--- config.mk ---
export PLATFORM = sky130hd
export DESIGN_NAME = imem_sync_flat
export DESIGN_NICKNAME = d
export VERILOG_FILES = /design/src/rtl/imem_sync_if.sv /design/src/rtl/imem_sync.sv /design/src/flat_wrapper.sv
export SDC_FILE = /design/constraint.sdc
export NUM_CORES = 1
export LEC_CHECK = 0
export ABC_AREA = 0
export CORE_ASPECT_RATIO = 0.8
export CORE_MARGIN = 3
export CORE_UTILIZATION = 50
export CTS_CLUSTER_DIAMETER = 100
export DETAILED_ROUTE_END_ITERATION = 12
export HOLD_SLACK_MARGIN = 0.06
export MAX_ROUTING_LAYER = met4
export PLACE_DENSITY = 0.67
export SYNTH_ARGS = -nofsm -noshare
export SYNTH_HDL_FRONTEND = slang
export SYNTH_SLANG_ARGS = --single-unit
--- constraint.sdc ---
create_clock -name clk -period 4.2 [get_ports clk]
set_clock_uncertainty 0.1 [all_clocks]
set_input_delay 1.05 -clock clk [delete_from_list [all_inputs] [get_ports clk]]
set_output_delay 1.05 -clock clk [all_outputs]
set_load 0.03 [all_outputs]
--- src/rtl/imem_sync_if.sv ---
//==============================================================================
// Module      : imem_sync_if
// Description : Bus bundle for the synchronous instruction memory. It carries
//               the program-load port, the fetch request/response handshake
//               and the status outputs.
//               master : host / fetch stage (drives load_* and fetch_*)
//               slave  : imem_sync (drives fetch_ready, inst_*, fault, busy)
// Revision    : 1.0 - initial release
//==============================================================================
`default_nettype none

interface imem_sync_if #(
    parameter int DATA_W = 32,
    parameter int ADDR_W = 32
);
    logic              load_mode;
    logic              load_we;
    logic [ADDR_W-1:0] load_addr;
    logic [DATA_W-1:0] load_data;
    logic              fetch_req;
    logic [ADDR_W-1:0] fetch_addr;
    logic              fetch_stall;
    logic              fetch_ready;
    logic              inst_valid;
    logic [DATA_W-1:0] instruction;
    logic [ADDR_W-1:0] inst_addr;
    logic              fault;
    logic              busy;

    modport master (
        output load_mode, load_we, load_addr, load_data,
        output fetch_req, fetch_addr, fetch_stall,
        input  fetch_ready, inst_valid, instruction, inst_addr, fault, busy
    );

    modport slave (
        input  load_mode, load_we, load_addr, load_data,
        input  fetch_req, fetch_addr, fetch_stall,
        output fetch_ready, inst_valid, instruction, inst_addr, fault, busy
    );
endinterface

`default_nettype wire

--- src/rtl/imem_sync.sv ---
//==============================================================================
// Module      : imem_sync
// Description : Parametrised synchronous instruction memory. After reset the
//               array is cleared to NOP_WORD (one word per cycle), then the
//               fetch stage reads it with one-cycle latency through a
//               valid/ready handshake that holds its output while stalled.
//               A host can enter LOAD mode to write the program.
// Ports       : clk   - clock, rising edge
//               reset - asynchronous, active-high
//               bus   - imem_sync_if.slave (load port, fetch port, status)
// Options     : IMEM_RANGE_CHECK_EN - when defined, out-of-range or
//               misaligned addresses fault on fetch and are dropped on load;
//               otherwise addresses wrap modulo DEPTH and fault stays 0.
// Revision    : 1.0 - initial release
//==============================================================================
`default_nettype none

module imem_sync #(
    parameter int                 DATA_W    = 32,
    parameter int                 DEPTH     = 16,
    parameter int                 ADDR_W    = 32,
    parameter int                 BYTE_ADDR = 1,
    parameter logic [DATA_W-1:0]  NOP_WORD  = '0
) (
    input  wire          clk,
    input  wire          reset,
    imem_sync_if.slave   bus
);

    localparam int IDX_W = $clog2(DEPTH);
    // Byte addresses drop the two alignment bits before indexing.
    localparam int SHIFT = (BYTE_ADDR != 0) ? 2 : 0;

    typedef enum logic [1:0] {
        ST_CLEAR = 2'd0,
        ST_RUN   = 2'd1,
        ST_LOAD  = 2'd2
    } state_t;

    state_t            r_state;
    logic [IDX_W-1:0]  r_cnt;
    logic              r_valid;
    logic [DATA_W-1:0] r_instr;
    logic [ADDR_W-1:0] r_addr;
    logic              r_fault;
    logic [DATA_W-1:0] r_mem [DEPTH];

    logic [IDX_W-1:0]  w_fetch_idx;
    logic [IDX_W-1:0]  w_load_idx;
    logic              w_fetch_illegal;
    logic              w_load_illegal;
    logic              w_fetch_ready;
    logic              w_accept;

    assign w_fetch_idx = IDX_W'(bus.fetch_addr >> SHIFT);
    assign w_load_idx  = IDX_W'(bus.load_addr >> SHIFT);

`ifdef IMEM_RANGE_CHECK_EN
    function automatic logic f_illegal(input logic [ADDR_W-1:0] a);
        logic [ADDR_W-1:0] upper;
        upper = a >> (IDX_W + SHIFT);
        return (upper != '0) || ((BYTE_ADDR != 0) && (a[1:0] != 2'b00));
    endfunction

    assign w_fetch_illegal = f_illegal(bus.fetch_addr);
    assign w_load_illegal  = f_illegal(bus.load_addr);
`else
    // Addresses wrap; the bits above the index field are deliberately dropped.
    logic w_unused_load_addr;
    assign w_unused_load_addr = ^bus.load_addr;
    assign w_fetch_illegal    = 1'b0;
    assign w_load_illegal     = 1'b0;
`endif

    // Ready drops combinationally as soon as load_mode rises so no fetch is
    // accepted on the cycle the host asks for the array.
    assign w_fetch_ready = (r_state == ST_RUN) && !bus.load_mode &&
                           (!r_valid || !bus.fetch_stall);
    assign w_accept      = bus.fetch_req && w_fetch_ready;

    always_ff @(posedge clk or posedge reset) begin
        if (reset) begin
            r_state <= ST_CLEAR;
            r_cnt   <= '0;
            r_valid <= 1'b0;
            r_instr <= '0;
            r_addr  <= '0;
            r_fault <= 1'b0;
        end else begin
            case (r_state)
                ST_CLEAR: begin
                    r_valid <= 1'b0;
                    r_cnt   <= r_cnt + 1'b1;
                    if (r_cnt == IDX_W'(DEPTH - 1)) begin
                        r_state <= ST_RUN;
                    end
                end
                ST_RUN: begin
                    if (w_accept) begin
                        r_valid <= 1'b1;
                        r_instr <= w_fetch_illegal ? NOP_WORD : r_mem[w_fetch_idx];
                        r_addr  <= bus.fetch_addr;
                        r_fault <= w_fetch_illegal;
                    end else if (!(r_valid && bus.fetch_stall)) begin
                        r_valid <= 1'b0;
                    end
                    // A stalled output must be drained before the array is
                    // handed to the loader.
                    if (bus.load_mode && (!r_valid || !bus.fetch_stall)) begin
                        r_state <= ST_LOAD;
                    end
                end
                ST_LOAD: begin
                    r_valid <= 1'b0;
                    if (!bus.load_mode) begin
                        r_state <= ST_RUN;
                    end
                end
                default: begin
                    r_state <= ST_CLEAR;
                    r_cnt   <= '0;
                    r_valid <= 1'b0;
                end
            endcase
        end
    end

    // The array itself has no reset; CLEAR rewrites every word instead.
    always_ff @(posedge clk) begin
        if (r_state == ST_CLEAR) begin
            r_mem[r_cnt] <= NOP_WORD;
        end else if ((r_state == ST_LOAD) && bus.load_we && !w_load_illegal) begin
            r_mem[w_load_idx] <= bus.load_data;
        end
    end

    assign bus.fetch_ready = w_fetch_ready;
    assign bus.inst_valid  = r_valid;
    assign bus.instruction = r_instr;
    assign bus.inst_addr   = r_addr;
    assign bus.fault       = r_fault;
    assign bus.busy        = (r_state != ST_RUN);

endmodule

`default_nettype wire

--- src/flat_wrapper.sv ---
// flat-port wrapper written by rule: the top's interface ports become plain ports
module imem_sync_flat 
#(
    parameter int                 DATA_W    = 32,
    parameter int                 DEPTH     = 16,
    parameter int                 ADDR_W    = 32,
    parameter int                 BYTE_ADDR = 1,
    parameter logic [DATA_W-1:0]  NOP_WORD  = '0
)
  (clk, reset, bus_load_mode, bus_load_we, bus_load_addr, bus_load_data, bus_fetch_req, bus_fetch_addr, bus_fetch_stall, bus_fetch_ready, bus_inst_valid, bus_instruction, bus_inst_addr, bus_fault, bus_busy);
  imem_sync_if #(.DATA_W(DATA_W), .ADDR_W(ADDR_W)) bus_i ();
  input  wire clk;
  input  wire reset;
  input wire logic [$bits(bus_i.load_mode)-1:0] bus_load_mode;
  input wire logic [$bits(bus_i.load_we)-1:0] bus_load_we;
  input wire logic [$bits(bus_i.load_addr)-1:0] bus_load_addr;
  input wire logic [$bits(bus_i.load_data)-1:0] bus_load_data;
  input wire logic [$bits(bus_i.fetch_req)-1:0] bus_fetch_req;
  input wire logic [$bits(bus_i.fetch_addr)-1:0] bus_fetch_addr;
  input wire logic [$bits(bus_i.fetch_stall)-1:0] bus_fetch_stall;
  output wire logic [$bits(bus_i.fetch_ready)-1:0] bus_fetch_ready;
  output wire logic [$bits(bus_i.inst_valid)-1:0] bus_inst_valid;
  output wire logic [$bits(bus_i.instruction)-1:0] bus_instruction;
  output wire logic [$bits(bus_i.inst_addr)-1:0] bus_inst_addr;
  output wire logic [$bits(bus_i.fault)-1:0] bus_fault;
  output wire logic [$bits(bus_i.busy)-1:0] bus_busy;
  assign bus_i.load_mode = bus_load_mode;
  assign bus_i.load_we = bus_load_we;
  assign bus_i.load_addr = bus_load_addr;
  assign bus_i.load_data = bus_load_data;
  assign bus_i.fetch_req = bus_fetch_req;
  assign bus_i.fetch_addr = bus_fetch_addr;
  assign bus_i.fetch_stall = bus_fetch_stall;
  assign bus_fetch_ready = bus_i.fetch_ready;
  assign bus_inst_valid = bus_i.inst_valid;
  assign bus_instruction = bus_i.instruction;
  assign bus_inst_addr = bus_i.inst_addr;
  assign bus_fault = bus_i.fault;
  assign bus_busy = bus_i.busy;
  imem_sync #(.DATA_W(DATA_W), .DEPTH(DEPTH), .ADDR_W(ADDR_W), .BYTE_ADDR(BYTE_ADDR), .NOP_WORD(NOP_WORD)) u_core (.clk(clk), .reset(reset), .bus(bus_i));
endmodule
---- Word-level counts from Yosys, hierarchy flattened ----
Memory sizes are Yosys's and may differ from the RTL's. A register that Yosys moved wholly into a read port is not among the register bits.
Cells that the tools add are included.
W data, S select, Z words.
word-level totals
  bits in registers ....................... 39
  bits in writable memories ............... 512
  output and inout port bits .............. 68
  bits of input ports ..................... 102
  memories ................................ 1
operators by class
  multiplexer cells ....................... 16
  eq/ne operators ......................... 8
  reduce and logical (&&, ||, !) cells .... 15
  add/sub/neg operators ................... 1
memory list
  memory        depth  width  read ports  clocked after memory_dff  write ports  RTL line         source
  u_core.r_mem  16     32     1           1                         1            imem_sync.sv:46  logic [DATA_W-1:0] r_mem [DEPTH];
operators with widths
  kind                   count
  $mux W32               1
  $reduce_or A32 Y1      1
  $mux W1                9
  $pmux W4 S2            1
  $logic_and A1 B1 Y1    6
  $mux W2                3
  $pmux W2 S3            1
  $add A4 B1 Y4 const B  1
  $eq A4 B4 Y1 const B   1
  $mux W4                1
  $ne A2 B1 Y1 const B   2
  $ne A2 B2 Y1 const B   2
  $logic_not A1 Y1       3
  $ne A3 B2 Y1 const B   1
  $reduce_and A3 Y1      1
  $eq A2 B1 Y1 const B   1
  $eq A2 B2 Y1 const B   1
  $logic_not A2 Y1       1
  $reduce_and A2 Y1      1
  $reduce_or A2 Y1       1
  $logic_or A1 B1 Y1     1

---- Logic depth before layout (Yosys ltp) ----
Gate-level depths: netlist of run 1.
  depth after elaboration ................. 7
  depth in mapped cells ................... 8
  gate-level depth less buffers ........... 6

---- Worst setup path after synthesis of run 1 ----
No wires, ideal clock.
  path kind ............................... input port to flip-flop
  start ................................... input bus_load_we
  end ..................................... memory u_core.r_mem[11][0], enable pin
  slack ................................... 407 ps
  stages on the path ...................... 5
  required time ........................... 3,679 ps
  arrival time ............................ 3,271 ps
  library setup time ...................... 421 ps
  path buffers ............................ 2
  cells stage by stage .................... and3b_1 -> clkbuf_1 -> clkbuf_1 -> a32oi_1 -> nor2_1
on the way
  word-level cells in the longest chain between the ends .. 6
  elaborated cells on any way between the ends .. 7
  those cells by class .................... mux (5); reduce/logical (2)
RTL lines
  item                                                 RTL line            source
  start, declared                                      flat_wrapper.sv:15  input wire logic [$bits(bus_i.load_we)-1:0] bus_load_we;
  $logic_and A1 B1 Y1 (*)                              imem_sync.sv:132    end else if ((r_state == ST_LOAD) && bus.load_we && !w_load_illegal) begin
  $mux W1 (*)                                          imem_sync.sv:132
  $mux W1 (*)                                          imem_sync.sv:130    if (r_state == ST_CLEAR) begin
  $mux W1 (implied by the code) (*)                    imem_sync.sv:133    r_mem[w_load_idx] <= bus.load_data;
  $reduce_or A32 Y1 (no line)                          -
  $mux W4 (no line) / $mux W1 (equally long branches)  -
  end, declared                                        imem_sync.sv:46
Every way passes the cells marked *; elsewhere a longest branch is shown, timed or not.

---- Worst setup path after layout of run 1 ----
  start ................................... input bus_load_mode
  end ..................................... output bus_fetch_ready
on the way
  word-level cells in the longest chain between the ends .. 3
RTL lines
  item                               RTL line            source
  start, declared                    flat_wrapper.sv:14  input wire logic [$bits(bus_i.load_mode)-1:0] bus_load_mode;
  $logic_not A1 Y1                   imem_sync.sv:77     assign w_fetch_ready = (r_state == ST_RUN) && !bus.load_mode &&
  $logic_and A1 B1 Y1 (2 in series)  imem_sync.sv:77
  end, declared                      flat_wrapper.sv:21  output wire logic [$bits(bus_i.fetch_ready)-1:0] bus_fetch_ready;
No other way between the ends.

==> flow_summary.ini, run 1 <==
[setup_path]
critPathKind = in -> out
arrival_ns = 2.56
endpoint_kind = output pin
critPathLaunchType = input port
crit_required_ns = 3.05
cp_max_fo = 4

[timing]
setup_viol = 0
clock.fmax_mhz = 270
max_slew_margin_pct = 32.1
period_share_pct = 88.3
fin_crit_ns = 3.71
drv_slew = 0
rsz0062_at_grt = no
final.setup.tns_ns = 0
worstMarginPinSlew_ns = 1.01
hold_violations = 0

[min_path]
worstHoldPathType = reg -> reg

[synth]
syn_area_um2 = 22500
synth_fp_nets = 1216
syn_avg_cell_area_um2 = 20.3
synth_seq_area_share_pct = 76.1
ys_async_sr_fraction_pct = 12.2
synthDistinctLibCells = 39
yosysTopAreaCell = edfxtp_1
synth_enable_flop_cells = 512
synth.most_common_cell = edfxtp_1
synth-seq-cells = 583
synthCells = 1108
synth_top_area_share_pct = 68.2
ys_top_cells_by_area = edfxtp_1 68%, mux4_2 8.1%, dfrtp_1 7.9%
ys.flop_type = edfxtp_1
synth_common_cells = 512 x edfxtp_1, 107 x nand2_1, 81 x mux4_2
ys_warn_count = 0

[global_route]
grt_max_degree = 56
grt_pass1_wl_um = 73900
grt_use_total_pct = 21.5
grt_pass1_vias = 11500
antenna_found_initial = 0
overflow = 0

[power_and_ir_drop]
peakVddDrop_uv = 360
power.leakage_nw = 8.58
power.total_mw = 15.0
p_per_area_nw_per_um2 = 560

[clock_network]
cts_tree = built
cts_buffers = 54
post_cts_resized = 0
htreeDepth = 2
clock_latency_ns = 0.58
clk_pin_slew_ns = 0.06
cts_hold_buf = 0
clock_sinks = 583
clk_path_buf_depth = 3
cts-root-buf = clkbuf_16
postCtsSetupRepairBufs = 0

[finish]
nets = 1401
n_fill_cell = 3134
multi_input_area_um2 = 5120
areaGrowthSynthToFinish_pct = 18.5
drive_gt1_share_pct = 19.3
seq_area_um2 = 17200

[floorplan]
start_util_pct = 51.4
core-area_um2 = 43800
io_pins = 170
die_h_um = 196
die-area_um2 = 47700
dieWidth_um = 243
rows = 68

[route]
drtIter0Drc = 1084
vias = 11300
routed_wl_um = 49100
wl_per_cell_um = 25.4
drc_errors = 0
drtPass1Iterations = 7
antenna_left = 0
vias_per_cell = 5.83

[flow_run]
cap_violations = 0

[placed_design]
dp_hpwl_um = 28600
globalplace.congestion = 0.725
port-buffer-count = 140

[outcome]
outcome = finished, final reports clean
final timing paths:
check                                         start                        end  slack [ns]  depth (start not counted)
max in group asynchronous                     reset  u_core.bus.instruction[3]        2.53                          3
min reg2reg                u_core.bus.inst_addr[27]   u_core.bus.inst_addr[27]        0.38                          2
min in group asynchronous                     reset  u_core.bus.instruction[5]        0.78                          2
max                                   bus_load_mode            bus_fetch_ready        0.49                          4
max reg2reg                       u_core.r_state[0]         u_core.r_mem[1][9]        1.30                          7
min                        u_core.bus.inst_addr[27]   u_core.bus.inst_addr[27]        0.38                          2
flip-flops by register name, summed over array words and instances (netlist names):
register and flops:
u_core.r_mem 512, u_core.bus.inst_addr 32, u_core.bus.instruction 32, u_core.r_cnt 4, u_core.r_state 2, u_core.bus.inst_valid 1
cell type report:
class / count / share of cell area (%)
well taps: 595 / 2.79
repair buffers: 189 / 7.25
multi-input cells: 453 / 19.2
clock inverters: 27 / 0.941
inverters: 12 / 0.173
diodes: 1 / 0.00937
clock buffers: 71 / 5.49
flip-flops and latches: 583 / 64.2
cells in the final DEF (no fill, tap or decap), drive strengths merged, types with 2 or more instances in the layout:
| cell | count |
|---|---|
| ha | 6 |
| edfxtp | 512 |
| o22ai | 51 |
| nor4b | 2 |
| inv | 12 |
| a31oi | 6 |
| bufinv | 5 |
| o21ai | 4 |
| and3 | 3 |
| nand3 | 3 |
| nor3b | 2 |
| dfrtp | 71 |
| and2 | 32 |
| nand2 | 107 |
| clkdlybuf4s50 | 136 |
| nand2b | 3 |
| mux4 | 128 |
| o211ai | 7 |
| buf | 53 |
| nor3 | 2 |
| mux2 | 26 |
| a21oi | 27 |
| clkbuf | 71 |
| mux2i | 8 |
| clkinv | 22 |
| a32oi | 2 |
| nor2 | 18 |
| a22oi | 7 |
power breakdown:
part	switching (mW)	internal [mW]	total [mW]
clock network	2.03	2.75	4.78
registers	0.264	7.09	7.36
logic	1.71	1.12	2.83
metrics by stage:
| step | hold slack [ns] | std cells | instance area [µm²] | setup slack (ns) | util [%] |
|---|---|---|---|---|---|
| 6_report | 0.375 | 1931 | 26700 | 0.493 | 61.0 |
| 5_1_grt | 0.395 | 1930 | 26700 | 0.410 | 61.0 |
| 4_1_cts | 0.378 | 1930 | 26700 | 0.481 | 61.0 |
| 3_5_place_dp | 0.362 | 1832 | 25000 | 0.482 | 57.0 |
| 3_3_place_gp | 0.359 | 1832 | 25000 | 0.480 | 57.0 |
| 2_1_floorplan | 0.434 | 1108 | 22500 | 0.407 | - |
critical path, cell delays in order:
cell	delay (ns)
clkdlybuf4s50_1	0.45
nand2b_1	0.23
a21oi_1	0.14
clkdlybuf4s50_1	0.68
per-layer routing:
layer  vias to the layer above  wire [µm]  GRT usage (%)  share of wire (%)
met1                      5928      21900           31.3                 45
met3                        64       2920           3.40                6.0
met4                         0        835           4.89                1.7
li1                       4895          -              -                  -
met2                       367      23400           32.5                 48
met5                         -          0              -                  0
cell families (layout without fill, tap and decap cells):
group / count (synthesis) / count (layout) / share of synthesized area (%)
other: 1 / 2 / 0.0166
AND/OR/NAND/NOR: 177 / 177 / 3.62
flip-flops: 583 / 583 / 76.1
multiplexers: 162 / 162 / 15.2
AO/OA/AOI/OAI: 107 / 107 / 2.94
adder cells (fa/ha/maj): 6 / 6 / 0.333
buffers and inverters: 72 / 299 / 1.77
Power figures use the tool's default switching activity.
==> inputs of run 2 (changes only) <==
--- a/config.mk
+++ b/config.mk
@@ -7,12 +7,11 @@
 export LEC_CHECK = 0
 export ABC_AREA = 0
 export CORE_ASPECT_RATIO = 0.8
-export CORE_MARGIN = 3
+export CORE_MARGIN = 1
 export CORE_UTILIZATION = 50
 export CTS_CLUSTER_DIAMETER = 100
 export DETAILED_ROUTE_END_ITERATION = 12
 export HOLD_SLACK_MARGIN = 0.06
-export MAX_ROUTING_LAYER = met4
 export PLACE_DENSITY = 0.67
 export SYNTH_ARGS = -nofsm -noshare
 export SYNTH_HDL_FRONTEND = slang
==> run 2 against run 1 <==
Compared with the run above:
- final cell count is 0.16% lower
- routed wire length is 1.8% lower
- first-iteration DRC count is 18% lower
- clock-buffer cell count is 4 lower
- sequential power hardly changed
- final area is 0.47% lower
- largest cell class unchanged
==> flow_summary.ini, run 2 (synthesis results as in run 1) <==
[finish]
post-route-util_pct = 59.8
nets = 1390
largest_register_ffs = 512
seq_area_um2 = 17200
diodes = 0
areaGrowthSynthToFinish_pct = 18.0
post-route-cell-area_um2 = 26600
multi_input_area_um2 = 5120
final_common_cell = edfxtp_1
final_cell_mix = 512 x edfxtp_1, 136 x clkdlybuf4s50_1, 107 x nand2_1, 81 x mux4_2, 71 x dfrtp_1
top_register = u_core.r_mem
n_fill_cell = 3196
drive_gt1_share_pct = 18.8

[setup_path]
timing.rr.start = u_core.r_state[0]
cpPeakStageDelay_ns = 0.68
crit_family = buffers and inverters
cp.depth = 4
arrival_ns = 2.56
path_common_cell = clkdlybuf4s50_1
critPathLaunchType = input port
cp-startpoint = bus_load_mode
crit_chain = clkdlybuf4s50_1, nand2b_1, a21oi_1, clkdlybuf4s50_1
crit_required_ns = 3.05
r2r_cells = 7
cpMaxStageDelayCell = clkdlybuf4s50_1
cp_max_fo = 4
endpoint_kind = output pin
critPathKind = in -> out
crit_buf_inv = 2

[power_and_ir_drop]
power.total_mw = 14.9
peakVddDrop_uv = 424
power.leakage_nw = 8.50
p_per_area_nw_per_um2 = 559

[route]
vias = 11200
routed_wl_um = 48200
drtPass1Iterations = 5
wl_per_cell_um = 25.0
antenna_left = 0
drtIter0Drc = 890
vias_per_cell = 5.80
drc_errors = 0

[floorplan]
core-area_um2 = 44500
start_util_pct = 50.7
rows = 69
die_h_um = 192
die-area_um2 = 45900
dieWidth_um = 239
io_pins = 170

[min_path]
min_from = u_core.bus.inst_addr[14]
min_path_cells = 2
worstHoldPathType = reg -> reg

[global_route]
grt_max_degree = 80
grt_pass1_vias = 11300
grt_use_total_pct = 21.4
overflow = 0
grt_pass1_wl_um = 71300
antenna_found_initial = 0

[timing]
final.setup.tns_ns = 0
period_share_pct = 88.2
drv_slew = 0
setup_viol = 0
timing.hold.ws_ns = 0.373
fin_crit_ns = 3.71
rsz0062_at_grt = no
worstMarginPinSlew_ns = 1.06
max_slew_margin_pct = 29.1
clock.fmax_mhz = 270
hold_violations = 0

[flow_run]
cap_violations = 0

[clock_network]
htreeDepth = 2
cts_buffers = 54
clk_pin_slew_ns = 0.06
cts-root-buf = clkbuf_16
post_cts_resized = 0
clock_latency_ns = 0.58
cts_hold_buf = 0
clk_path_buf_depth = 3
postCtsSetupRepairBufs = 0
clock_sinks = 583
cts_tree = built

[placed_design]
dp_hpwl_um = 25900
globalplace.congestion = 0.706
port-buffer-count = 140
place_area_um2 = 24900

[outcome]
outcome = finished, final reports clean
==> run 2: area by class of cell <==
type	count	share of cell area (%)
tap	603	2.84
timing repair buffer	178	6.83
sequential	583	64.5
clock inverter	32	0.951
multi-input combinational	453	19.2
clock buffer	67	5.46
inverter	12	0.174
==> run 2: path summary, 6_finish.rpt <==
kind                                            end  slack [ns]
min reg2reg                u_core.bus.inst_addr[14]        0.37
max reg2reg                     u_core.r_mem[15][6]        1.12
max                                 bus_fetch_ready        0.49
max in group asynchronous           u_core.r_cnt[1]        2.36
min in group asynchronous  u_core.bus.inst_addr[22]        0.82
min                        u_core.bus.inst_addr[14]        0.37
==> run 2: worst reg2reg max path: cells and delay by family, from the launching register on <==
kind	cells	cell delay, ns
buffers and inverters	2	0.41
flip-flops	1	0.42
adder cells (fa/ha/maj)	1	0.28
AO/OA/AOI/OAI	1	0.73
AND/OR/NAND/NOR	3	0.87
==> run 2: power breakdown <==
| part | internal, mW | switching, mW |
|---|---|---|
| Combinational | 1.08 | 1.68 |
| Sequential | 7.10 | 0.276 |
| Clock | 2.69 | 2.04 |
| Total | 10.9 | 4.00 |
==> run 2: per-layer routing <==
metal  GRT usage (%)  share of wire, %
met1            31.0                44
met5               0                 0
met2            34.6                49
met4            5.03               1.8
met3            3.45               5.8
==> run 2: through the flow <==
| step | setup slack, ns | std cells |
|---|---|---|
| floorplan | 0.407 | 1108 |
| global placement | 0.481 | 1829 |
| detailed placement | 0.459 | 1829 |
| CTS | 0.491 | 1928 |
| global route | 0.419 | 1928 |
| finish | 0.494 | 1928 |
==> inputs of run 3 (changes only) <==
--- a/config.mk
+++ b/config.mk
@@ -6,13 +6,14 @@
 export NUM_CORES = 1
 export LEC_CHECK = 0
 export ABC_AREA = 0
+export CELL_PAD_IN_SITES_DETAIL_PLACEMENT = 2
+export CELL_PAD_IN_SITES_GLOBAL_PLACEMENT = 2
 export CORE_ASPECT_RATIO = 0.8
-export CORE_MARGIN = 1
-export CORE_UTILIZATION = 50
+export CORE_UTILIZATION = 45
 export CTS_CLUSTER_DIAMETER = 100
 export DETAILED_ROUTE_END_ITERATION = 12
 export HOLD_SLACK_MARGIN = 0.06
-export PLACE_DENSITY = 0.67
+export PLACE_DENSITY = 0.76
 export SYNTH_ARGS = -nofsm -noshare
 export SYNTH_HDL_FRONTEND = slang
 export SYNTH_SLANG_ARGS = --single-unit
==> run 3 against run 2 <==
Compared with the run above:
- non-clock buffer count is 5 higher
- via count is 7.1% higher
- final area up 1.5%
- sequential share of layout area is 0.98 points lower
- die area up 11%
- clock-buffer cell count up 10
- sequential power rose by 1%
- fmax down 5.4%
- critical path type unchanged
- register-to-register slack improved by 0.05 ns
- power up 7.1%
- setup slack worse by 0.21 ns
- critical path depth stayed put
==> flow_summary.ini, run 3 (synthesis results as in run 1) <==
[finish]
final_cell_mix = 512 x edfxtp_1, 136 x clkdlybuf4s50_1, 107 x nand2_1, 81 x mux4_2, 71 x dfrtp_1
final_common_cell = edfxtp_1
post-route-cell-area_um2 = 27000
nets = 1398
drive_gt1_share_pct = 20.2
post-route-util_pct = 55.2
n_fill_cell = 4111
fin_cells = 2005
seq_area_um2 = 17200
largest_register_ffs = 512
top_register = u_core.r_mem
areaGrowthSynthToFinish_pct = 19.8
multi_input_area_um2 = 5120
diodes = 0

[timing]
fin_crit_ns = 3.92
period_share_pct = 93.2
max_slew_margin_pct = 22.8
final.setup.tns_ns = 0
drv_slew = 0
setup_viol = 0
hold_violations = 0
clock.fmax_mhz = 255
rsz0062_at_grt = no
worstMarginPinSlew_ns = 1.15

[global_route]
grt_use_total_pct = 26.6
overflow = 0
grt_pass1_wl_um = 95400
grt_pass1_vias = 13300
grt_max_degree = 68
antenna_found_initial = 1

[power_and_ir_drop]
power.leakage_nw = 8.66
p_per_area_nw_per_um2 = 589
peakVddDrop_uv = 350
power.total_mw = 15.9

[floorplan]
core-area_um2 = 48900
start_util_pct = 46.1
rows = 72
die-area_um2 = 51000
io_pins = 170
die_h_um = 202
dieWidth_um = 252

[setup_path]
r2r_end = u_core.r_mem[2][30]
critPathKind = in -> out
timing.rr.start = u_core.r_state[0]
endpoint_kind = output pin
r2r_cells = 7
cp_max_fo = 4
cp-startpoint = bus_load_mode
crit_end = bus_fetch_ready
critPathLaunchType = input port
crit_required_ns = 3.05
arrival_ns = 2.77
ff2ff_setup_slack_ns = 1.17

[route]
highest_layer = met4
vias = 12000
drtPass1Iterations = 4
wl_met2_um = 34300
vias_per_cell = 5.97
met3_length_um = 3100
drtIter0Drc = 898
wl_per_cell_um = 33.0
antenna_left = 0
routed_wl_um = 66100
drc_errors = 0
wl_met1_um = 26500

[placed_design]
dp_hpwl_um = 38100
dp.cells = 1897
globalplace.congestion = 0.710
port-buffer-count = 140
place_area_um2 = 25000

[clock_network]
clk_pin_slew_ns = 0.06
cts-root-buf = clkbuf_16
cts_buffers = 57
cts_tree = built
clock_sinks = 583
clk_path_buf_depth = 3
htreeDepth = 2
cts_hold_buf = 0
clock_latency_ns = 0.63
post_cts_resized = 0
postCtsSetupRepairBufs = 0

[min_path]
worstHoldPathType = reg -> reg

[outcome]
outcome = finished, final reports clean

[flow_run]
cap_violations = 0
[run 3: report_power, final]
group,switching (mW),total [mW],internal (mW)
Combinational,1.92,3.04,1.11
Sequential,0.364,7.46,7.10
Clock,2.30,5.41,3.11
Total,4.59,15.9,11.3
[run 3: worst min-delay path by stage]
| stage | startpoint | endpoint | cells after the start |
|---|---|---|---|
| 4_1_cts | u_core.bus.inst_addr[27] | u_core.bus.inst_addr[27] | 2 |
| 5_1_grt | u_core.bus.inst_addr[28] | u_core.bus.inst_addr[28] | 2 |
| 3_3_place_gp | u_core.bus.inst_addr[29] | u_core.bus.inst_addr[29] | 2 |
| 6_report | u_core.bus.inst_addr[27] | u_core.bus.inst_addr[27] | 2 |
| 3_5_place_dp | u_core.bus.inst_addr[27] | u_core.bus.inst_addr[27] | 2 |
| 2_1_floorplan | u_core.r_state[1] | u_core.r_state[1] | 1 |
[run 3: layout make-up]
class | instances | share of cell area (%)
sequential | 583 | 63.5
clock inverter | 31 | 1.26
inverter | 12 | 0.171
multi-input combinational | 453 | 18.9
tap | 666 | 3.09
timing repair buffer | 183 | 6.96
clock buffer | 77 | 6.06
[run 3: critical path: stages]
cell	delay, ns
clkdlybuf4s50_1	0.49
nand2b_1	0.28
a21oi_1	0.19
clkdlybuf4s50_1	0.75
[run 3: per-layer routing]
metal / GRT usage (%) / vias up
met4: 9.81 / 0
li1: - / 4900
met2: 46.1 / 426
met3: 3.71 / 121
met5: 0 / -
met1: 34.4 / 6517
[run 3: per-stage QoR]
| step | setup slack, ns | hold WS (ns) |
|---|---|---|
| 2_1_floorplan | 0.407 | 0.434 |
| 3_3_place_gp | 0.389 | 0.359 |
| 3_5_place_dp | 0.373 | 0.372 |
| 4_1_cts | 0.293 | 0.389 |
| 5_1_grt | 0.267 | 0.408 |
| 6_report | 0.284 | 0.378 |
